**src/rtl/if_id_pipe_reg_pkg.sv**
```systemverilog
// if_id_pipe_reg_pkg: NOP encoding, opcodes, IF/ID FSM states and
// the source-register read decode shared with decode and hazard logic.
package if_id_pipe_reg_pkg;

  localparam logic [15:0] NOP = 16'h0800;

  typedef logic [4:0] opcode_t;

  localparam opcode_t OP_HALT = 5'b00000;
  localparam opcode_t OP_NOP  = 5'b00001;
  localparam opcode_t OP_SIIC = 5'b00010;
  localparam opcode_t OP_RTI  = 5'b00011;
  localparam opcode_t OP_J    = 5'b00100;
  localparam opcode_t OP_JAL  = 5'b00110;
  localparam opcode_t OP_ST   = 5'b10000;
  localparam opcode_t OP_STU  = 5'b10011;
  localparam opcode_t OP_LBI  = 5'b11000;
  localparam opcode_t OP_SHFT = 5'b11010;
  localparam opcode_t OP_ALU  = 5'b11011;
  localparam opcode_t OP_SEQ  = 5'b11100;
  localparam opcode_t OP_SLT  = 5'b11101;
  localparam opcode_t OP_SLE  = 5'b11110;
  localparam opcode_t OP_SCO  = 5'b11111;

  typedef enum logic [1:0] {
    ST_EMPTY = 2'd0,
    ST_RUN   = 2'd1,
    ST_HOLD  = 2'd2
  } state_t;

  function automatic logic reads_rs(
    input opcode_t op
  );
    case (op)
      OP_HALT, OP_NOP, OP_SIIC, OP_RTI,
      OP_J, OP_JAL, OP_LBI: reads_rs = 1'b0;
      default:              reads_rs = 1'b1;
    endcase
  endfunction

  function automatic logic reads_rt(
    input opcode_t op
  );
    case (op)
      OP_ALU, OP_SHFT, OP_SEQ, OP_SLT,
      OP_SLE, OP_SCO, OP_ST, OP_STU:
               reads_rt = 1'b1;
      default: reads_rt = 1'b0;
    endcase
  endfunction

endpackage

```
**src/rtl/if_id_pipe_reg_if.sv**
```systemverilog
// if_id_pipe_reg_if: fetch-side inputs, stall/flush controls and the
// registered decode-side outputs; master drives, slave is the stage.
interface if_id_pipe_reg_if #(
  parameter int DATA_W = 16
`ifdef IF_ID_PERF_CNT_EN
  , parameter int CNT_W = 16
`endif
);

  logic [DATA_W-1:0] instr_in;
  logic [DATA_W-1:0] pc_plus2_in;
  logic              fetch_valid_in;
  logic              stall;
  logic              flush;

  logic [DATA_W-1:0] instr_out;
  logic [DATA_W-1:0] pc_plus2_out;
  logic              valid_out;
  logic [2:0]        Rs_out;
  logic [2:0]        Rt_out;
  logic              ReadingRs_out;
  logic              ReadingRt_out;
  logic              stall_timeout;

`ifdef IF_ID_PERF_CNT_EN
  logic [CNT_W-1:0]  stall_cycles;
  logic [CNT_W-1:0]  flush_count;

  modport master (
    output instr_in, pc_plus2_in,
    output fetch_valid_in, stall, flush,
    input  instr_out, pc_plus2_out,
    input  valid_out, Rs_out, Rt_out,
    input  ReadingRs_out, ReadingRt_out,
    input  stall_timeout,
    input  stall_cycles, flush_count
  );

  modport slave (
    input  instr_in, pc_plus2_in,
    input  fetch_valid_in, stall, flush,
    output instr_out, pc_plus2_out,
    output valid_out, Rs_out, Rt_out,
    output ReadingRs_out, ReadingRt_out,
    output stall_timeout,
    output stall_cycles, flush_count
  );
`else
  modport master (
    output instr_in, pc_plus2_in,
    output fetch_valid_in, stall, flush,
    input  instr_out, pc_plus2_out,
    input  valid_out, Rs_out, Rt_out,
    input  ReadingRs_out, ReadingRt_out,
    input  stall_timeout
  );

  modport slave (
    input  instr_in, pc_plus2_in,
    input  fetch_valid_in, stall, flush,
    output instr_out, pc_plus2_out,
    output valid_out, Rs_out, Rt_out,
    output ReadingRs_out, ReadingRt_out,
    output stall_timeout
  );
`endif

endinterface

```
**src/rtl/if_id_src_decode.sv**
```systemverilog
// if_id_src_decode: combinational Rs/Rt field extract and read flags.
// Ports: i_instr_hi = instr[15:5], i_valid; o_rs/o_rt/o_reading_*.
module if_id_src_decode
  import if_id_pipe_reg_pkg::*;
(
  input  logic [10:0] i_instr_hi,
  input  logic        i_valid,
  output logic [2:0]  o_rs,
  output logic [2:0]  o_rt,
  output logic        o_reading_rs,
  output logic        o_reading_rt
);

  opcode_t w_op;

  assign w_op = i_instr_hi[10:6];
  assign o_rs = i_instr_hi[5:3];
  assign o_rt = i_instr_hi[2:0];

  assign o_reading_rs = i_valid & reads_rs(w_op);
  assign o_reading_rt = i_valid & reads_rt(w_op);

endmodule

```
**src/rtl/if_id_pipe_reg.sv**
```systemverilog
// if_id_pipe_reg: IF/ID register with stall hold, flush-to-NOP and a
// sticky stall watchdog. Ports: clk, rst, bus (slave); IF_ID_PERF_CNT_EN.
module if_id_pipe_reg
  import if_id_pipe_reg_pkg::*;
#(
  parameter int DATA_W    = 16,
  parameter int MAX_STALL = 15
`ifdef IF_ID_PERF_CNT_EN
  , parameter int CNT_W   = 16
`endif
) (
  input  logic             clk,
  input  logic             rst,
  if_id_pipe_reg_if.slave  bus
);

  localparam int HC_W = $clog2(MAX_STALL + 1);
  localparam logic [HC_W-1:0] HC_MAX =
    HC_W'(MAX_STALL);

  state_t            r_state;
  state_t            w_state_nxt;
  logic              w_load;
  logic              w_squash;
  logic              w_hold;
  logic              w_hold_inc;

  logic [DATA_W-1:0] r_instr;
  logic [DATA_W-1:0] r_pc;
  logic              r_valid;
  logic [HC_W-1:0]   r_hold_cnt;
  logic              r_timeout;

  assign w_hold = bus.stall & ~bus.flush;

  always_ff @(posedge clk) begin
    if (rst) r_state <= ST_EMPTY;
    else     r_state <= w_state_nxt;
  end

  always_comb begin
    w_state_nxt = r_state;
    w_load      = 1'b0;
    w_squash    = 1'b0;
    w_hold_inc  = 1'b0;
    unique case (1'b1)
      bus.flush: begin
        w_squash    = 1'b1;
        w_state_nxt = ST_EMPTY;
      end
      w_hold: begin
        unique case (r_state)
          ST_RUN: w_state_nxt = ST_HOLD;
          ST_HOLD: begin
            w_state_nxt = ST_HOLD;
            w_hold_inc  = 1'b1;
          end
          default: w_state_nxt = ST_EMPTY;
        endcase
      end
      default: begin
        w_load      = 1'b1;
        w_state_nxt = bus.fetch_valid_in ?
                      ST_RUN : ST_EMPTY;
      end
    endcase
  end

  always_ff @(posedge clk) begin
    if (rst) begin
      r_instr <= NOP;
      r_pc    <= '0;
      r_valid <= 1'b0;
    end else if (w_squash) begin
      r_instr <= NOP;
      r_valid <= 1'b0;
    end else if (w_load) begin
      r_instr <= bus.fetch_valid_in ?
                 bus.instr_in : NOP;
      r_pc    <= bus.pc_plus2_in;
      r_valid <= bus.fetch_valid_in;
    end
  end

  // Count only while staying in HOLD; entry and exit both zero it.
  always_ff @(posedge clk) begin
    if (rst) begin
      r_hold_cnt <= '0;
      r_timeout  <= 1'b0;
    end else begin
      if (w_hold_inc) begin
        if (r_hold_cnt != HC_MAX)
          r_hold_cnt <= r_hold_cnt + 1'b1;
      end else begin
        r_hold_cnt <= '0;
      end
      if (r_hold_cnt >= HC_MAX)
        r_timeout <= 1'b1;
    end
  end

`ifdef IF_ID_PERF_CNT_EN
  logic [CNT_W-1:0] r_stall_cycles;
  logic [CNT_W-1:0] r_flush_count;

  always_ff @(posedge clk) begin
    if (rst) begin
      r_stall_cycles <= '0;
      r_flush_count  <= '0;
    end else begin
      if (w_hold && r_valid &&
          r_stall_cycles != '1)
        r_stall_cycles <= r_stall_cycles + 1'b1;
      if (bus.flush && r_flush_count != '1)
        r_flush_count <= r_flush_count + 1'b1;
    end
  end

  assign bus.stall_cycles = r_stall_cycles;
  assign bus.flush_count  = r_flush_count;
`endif

  assign bus.instr_out     = r_instr;
  assign bus.pc_plus2_out  = r_pc;
  assign bus.valid_out     = r_valid;
  assign bus.stall_timeout = r_timeout;

  if_id_src_decode u_dec (
    .i_instr_hi   (r_instr[15:5]),
    .i_valid      (r_valid),
    .o_rs         (bus.Rs_out),
    .o_rt         (bus.Rt_out),
    .o_reading_rs (bus.ReadingRs_out),
    .o_reading_rt (bus.ReadingRt_out)
  );

endmodule

```
**src/flat_wrapper.sv**
```systemverilog
// flat-port wrapper written by rule: the top's interface ports become plain ports
module if_id_pipe_reg_flat import if_id_pipe_reg_pkg::*;
#(
  parameter int DATA_W    = 16,
  parameter int MAX_STALL = 15

)
  (clk, rst, bus_instr_in, bus_pc_plus2_in, bus_fetch_valid_in, bus_stall, bus_flush, bus_instr_out, bus_pc_plus2_out, bus_valid_out, bus_Rs_out, bus_Rt_out, bus_ReadingRs_out, bus_ReadingRt_out, bus_stall_timeout);
  if_id_pipe_reg_if #(.DATA_W(DATA_W)) bus_i ();
  input  logic clk;
  input  logic rst;
  input wire logic [$bits(bus_i.instr_in)-1:0] bus_instr_in;
  input wire logic [$bits(bus_i.pc_plus2_in)-1:0] bus_pc_plus2_in;
  input wire logic [$bits(bus_i.fetch_valid_in)-1:0] bus_fetch_valid_in;
  input wire logic [$bits(bus_i.stall)-1:0] bus_stall;
  input wire logic [$bits(bus_i.flush)-1:0] bus_flush;
  output wire logic [$bits(bus_i.instr_out)-1:0] bus_instr_out;
  output wire logic [$bits(bus_i.pc_plus2_out)-1:0] bus_pc_plus2_out;
  output wire logic [$bits(bus_i.valid_out)-1:0] bus_valid_out;
  output wire logic [$bits(bus_i.Rs_out)-1:0] bus_Rs_out;
  output wire logic [$bits(bus_i.Rt_out)-1:0] bus_Rt_out;
  output wire logic [$bits(bus_i.ReadingRs_out)-1:0] bus_ReadingRs_out;
  output wire logic [$bits(bus_i.ReadingRt_out)-1:0] bus_ReadingRt_out;
  output wire logic [$bits(bus_i.stall_timeout)-1:0] bus_stall_timeout;
  assign bus_i.instr_in = bus_instr_in;
  assign bus_i.pc_plus2_in = bus_pc_plus2_in;
  assign bus_i.fetch_valid_in = bus_fetch_valid_in;
  assign bus_i.stall = bus_stall;
  assign bus_i.flush = bus_flush;
  assign bus_instr_out = bus_i.instr_out;
  assign bus_pc_plus2_out = bus_i.pc_plus2_out;
  assign bus_valid_out = bus_i.valid_out;
  assign bus_Rs_out = bus_i.Rs_out;
  assign bus_Rt_out = bus_i.Rt_out;
  assign bus_ReadingRs_out = bus_i.ReadingRs_out;
  assign bus_ReadingRt_out = bus_i.ReadingRt_out;
  assign bus_stall_timeout = bus_i.stall_timeout;
  if_id_pipe_reg #(.DATA_W(DATA_W), .MAX_STALL(MAX_STALL)) u_core (.clk(clk), .rst(rst), .bus(bus_i));
endmodule
```
**config.mk**
```make
export PLATFORM = sky130hd
export DESIGN_NAME = if_id_pipe_reg_flat
export DESIGN_NICKNAME = d
export VERILOG_FILES = /design/src/rtl/if_id_pipe_reg_pkg.sv /design/src/rtl/if_id_pipe_reg_if.sv /design/src/rtl/if_id_src_decode.sv /design/src/rtl/if_id_pipe_reg.sv /design/src/flat_wrapper.sv
export SDC_FILE = /design/constraint.sdc
export NUM_CORES = 1
export LEC_CHECK = 0
export CORE_MARGIN = 2
export CORE_UTILIZATION = 36
export CTS_CLUSTER_SIZE = 24
export DETAILED_ROUTE_END_ITERATION = 7
export PLACE_DENSITY_LB_ADDON = 0.15
export SETUP_SLACK_MARGIN = 0.15
export SLEW_MARGIN = 20
export SYNTH_ARGS = -nofsm -noshare
export SYNTH_HDL_FRONTEND = slang
export SYNTH_SLANG_ARGS = --single-unit
```
**constraint.sdc**
```tcl
create_clock -name clk -period 1.15 [get_ports clk]
set_input_delay 0.23 -clock clk [delete_from_list [all_inputs] [get_ports clk]]
set_output_delay 0.23 -clock clk [all_outputs]
set_load 0.01 [all_outputs]
```
==> results by group <==
Timing
  – Setup violators final: 3
  – Period utilization: 1.13
  – Worst slew margin: 0.811
  – Achievable clock frequency: 769 MHz
  – Slew Limit Fails: 0
  – Setup TNS: -0.236 ns
  – RSZ-0062 raised after global routing: true
  – Worst hold slack: 0.313 ns
  – Worst-Margin Slew: 0.284 ns
  – Worst Slack Setup Final: -0.150 ns
  – Final min period: 1.30 ns
  – Fin. Hold Viols: 0
  – Final Skew: 0.000621 ns

Power and ir drop
  – Internal Power: 2.39 mW
  – Clock power frac: 0.390
  – Leakage: 1.16 nW
  – Reg power frac: 0.478
  – Sw power: 689 uW
  – Comb power frac: 0.132
  – Sw Share: 0.224
  – Power per cell area: 1080 mW/mm^2
  – Power consumption: 3.08 mW
  – Peak VDD IR: 580 uV

Logic synthesis
  – Seq/Total Area, Yosys: 0.505
  – Area leader, netlist: dfxtp_1
  – Top-count cell post-synth: nand2_1
  – Mapped cell area: 0.00163 sq mm
  – Library cells used by synthesis: 27
  – Cells after Synth: 206
  – Yosys reg bits: 41
  – Avg Inst Size Synth: 7.90 sq um
  – Top FF cell, synth: dfxtp_1
  – Yosys warning count: 0
  – Synth top area share: 0.505
  – Mapped Nets: 245
  – Post-synth EDFFs: 0
  – Cells taking the most area after synthesis: dfxtp_1, nand2_1, a21oi_1
  – FFs w/ async S/R, synth: 0
  – Synth top cells by count: nand2_1, dfxtp_1, a21oi_1

CTS
  – Clock buffer depth: 2
  – Num Clock Sinks: 41
  – H-tree levels: 2
  – CTS tree: built
  – Clock Latency Late Sink: 0.29 ns
  – Clk slew on worst S/H paths: 0.08 ns
  – Num CTS Buffers: 5
  – Clock Root Buffer: clkbuf_8

Finish
  – Core Util, Final: 0.653
  – Area grow syn2layout: 74.9%
  – Share of layout cells above drive strength 1: 0.448
  – Fillers: 358
  – Diodes inserted: 0
  – Finished Cell Area: 0.00285 sq mm
  – Post-Layout Cell Count: 349
  – Layout Nets: 335
  – Reg area: 882 sq um
  – Multi-input gate area: 801 sq um

Placement
  – DP Area: 0.00255 sq mm
  – Place WS: -0.608 ns
  – DP HPWL: 2.95 mm
  – GPL Wtd Cong: 0.849
  – Cells after DPL: 337
  – Number of port buffers: 78

Drt
  – Antenna Nets Post-Route: 0
  – Met2 routed WL: 2.16 mm
  – Drt total wl: 4.36 mm
  – DRT Pass-1 Iters: 3
  – Top routing layer in use: met4
  – DR WL/cell: 12.5 um
  – Metal1 wirelength: 1.88 mm
  – Via count: 1637
  – Via density: 4.69
  – Starting DRC count in detailed routing: 62
  – DRC Markers: 0
  – Metal3 WL: 241 um

Critical path
  – Required time of the critical path: 0.92 ns
  – Biggest fanout along the worst timing path: 3
  – Startpoint Class: register
  – Kind of critical path: reg -> out
  – Crit path arrival time: 1.07 ns
  – Crit path capture type: output port

Global route
  – Number of global-route vias before repair: 1583
  – Gr usage total: 0.173
  – Grt ovf: 0
  – Initial antenna violation count: 0
  – First-pass GRT wire length: 7.02 mm
  – Largest net degree at the start of global routing: 29

Floorplanning
  – Die area: 0.00507 sq mm
  – Die X: 71.2 um
  – Placeable Area: 0.00435 sq mm
  – # rows: 24
  – Die Span Y: 71.2 um
  – Starting Density: 0.374
  – I/O pin cnt: 79

Job
  – MaxCap Viol Count: 0

Status
  – Violated checks: negative setup slack
  – Status: finished with violations

Hold path
  – Worst hold-check path type: in -> reg
-- layout by cell type, fill, tap and decap left out, types with 3 or more instances in the layout --
cell type,count
buf_2,14
inv_1,5
nor2_1,9
dfxtp_4,6
buf_4,17
clkdlybuf4s50_1,31
nand3_1,12
nor2_2,3
dlygate4sd2_1,4
dfxtp_2,31
clkbuf_8,6
dfxtp_1,4
a21oi_2,3
buf_6,35
nand2_1,54
a21oi_1,30
-- registers in the layout, indices dropped and copies added (netlist names), named ones only --
signal / cells
u_core.bus.instr_out: 16
u_core.bus.stall_timeout: 1
u_core.r_state: 2
u_core.bus.valid_out: 1
u_core.bus.pc_plus2_out: 16
u_core.r_hold_cnt: 4
-- worst max-delay path, stage by stage, from the launching register on --
cell	delay (ns)
dfxtp_4	0.36
o31ai_4	0.24
a21oi_2	0.04
buf_2	0.14
-- repair_timing --
item | in CTS | in global routing
setup endpoints to repair | 82 | 68
pin swaps | 1 | 5
buffers inserted | 1 | 3
resized for setup | 217 | 60
hold buffers | 0 | 0
-- per-layer routing --
layer,vias up,global-route usage
met5,-,0
met4,0,0.0755
met3,8,0.0464
met2,42,0.287
met1,728,0.211
li1,859,-
-- final cells by class --
type                       count  share of cell area
timing repair buffer         103               0.338
tap                           52              0.0229
clock buffer                   7              0.0303
multi-input combinational    140               0.281
clock inverter                 1              0.0106
inverter                       5             0.00660
sequential                    41               0.310
-- power by group through the flow --
stage	combinational [mW]	clock [mW]	sequential [mW]
final	0.407	1.20	1.47
after global routing	0.446	1.27	1.48
after CTS	0.376	1.22	1.48
after detailed placement	0.401	0	1.51
after global placement	0.400	0	1.51
after floorplan	0.138	0	1.52
-- cell families after synthesis --
kind of cell	Yosys count	synth area share
AND/OR/NAND/NOR	94	0.248
AO/OA/AOI/OAI	42	0.143
flip-flops	41	0.505
buffers and inverters	25	0.0777
adder cells (fa/ha/maj)	2	0.0154
XOR/XNOR	1	0.00539
multiplexers	1	0.00615
-- worst paths after layout --
kind,start,to,slack [ns],cells past startpoint
hold / removal,bus_stall,u_core.bus.instr_out[11],0.31,3
hold reg to reg,u_core.bus.instr_out[1],u_core.bus.instr_out[1],0.45,2
setup / recovery,u_core.bus.instr_out[13],bus_ReadingRs_out,-0.15,3
setup reg to reg,u_core.bus.instr_out[11],register,-0.09,5
(Power assumes the default switching activity.)
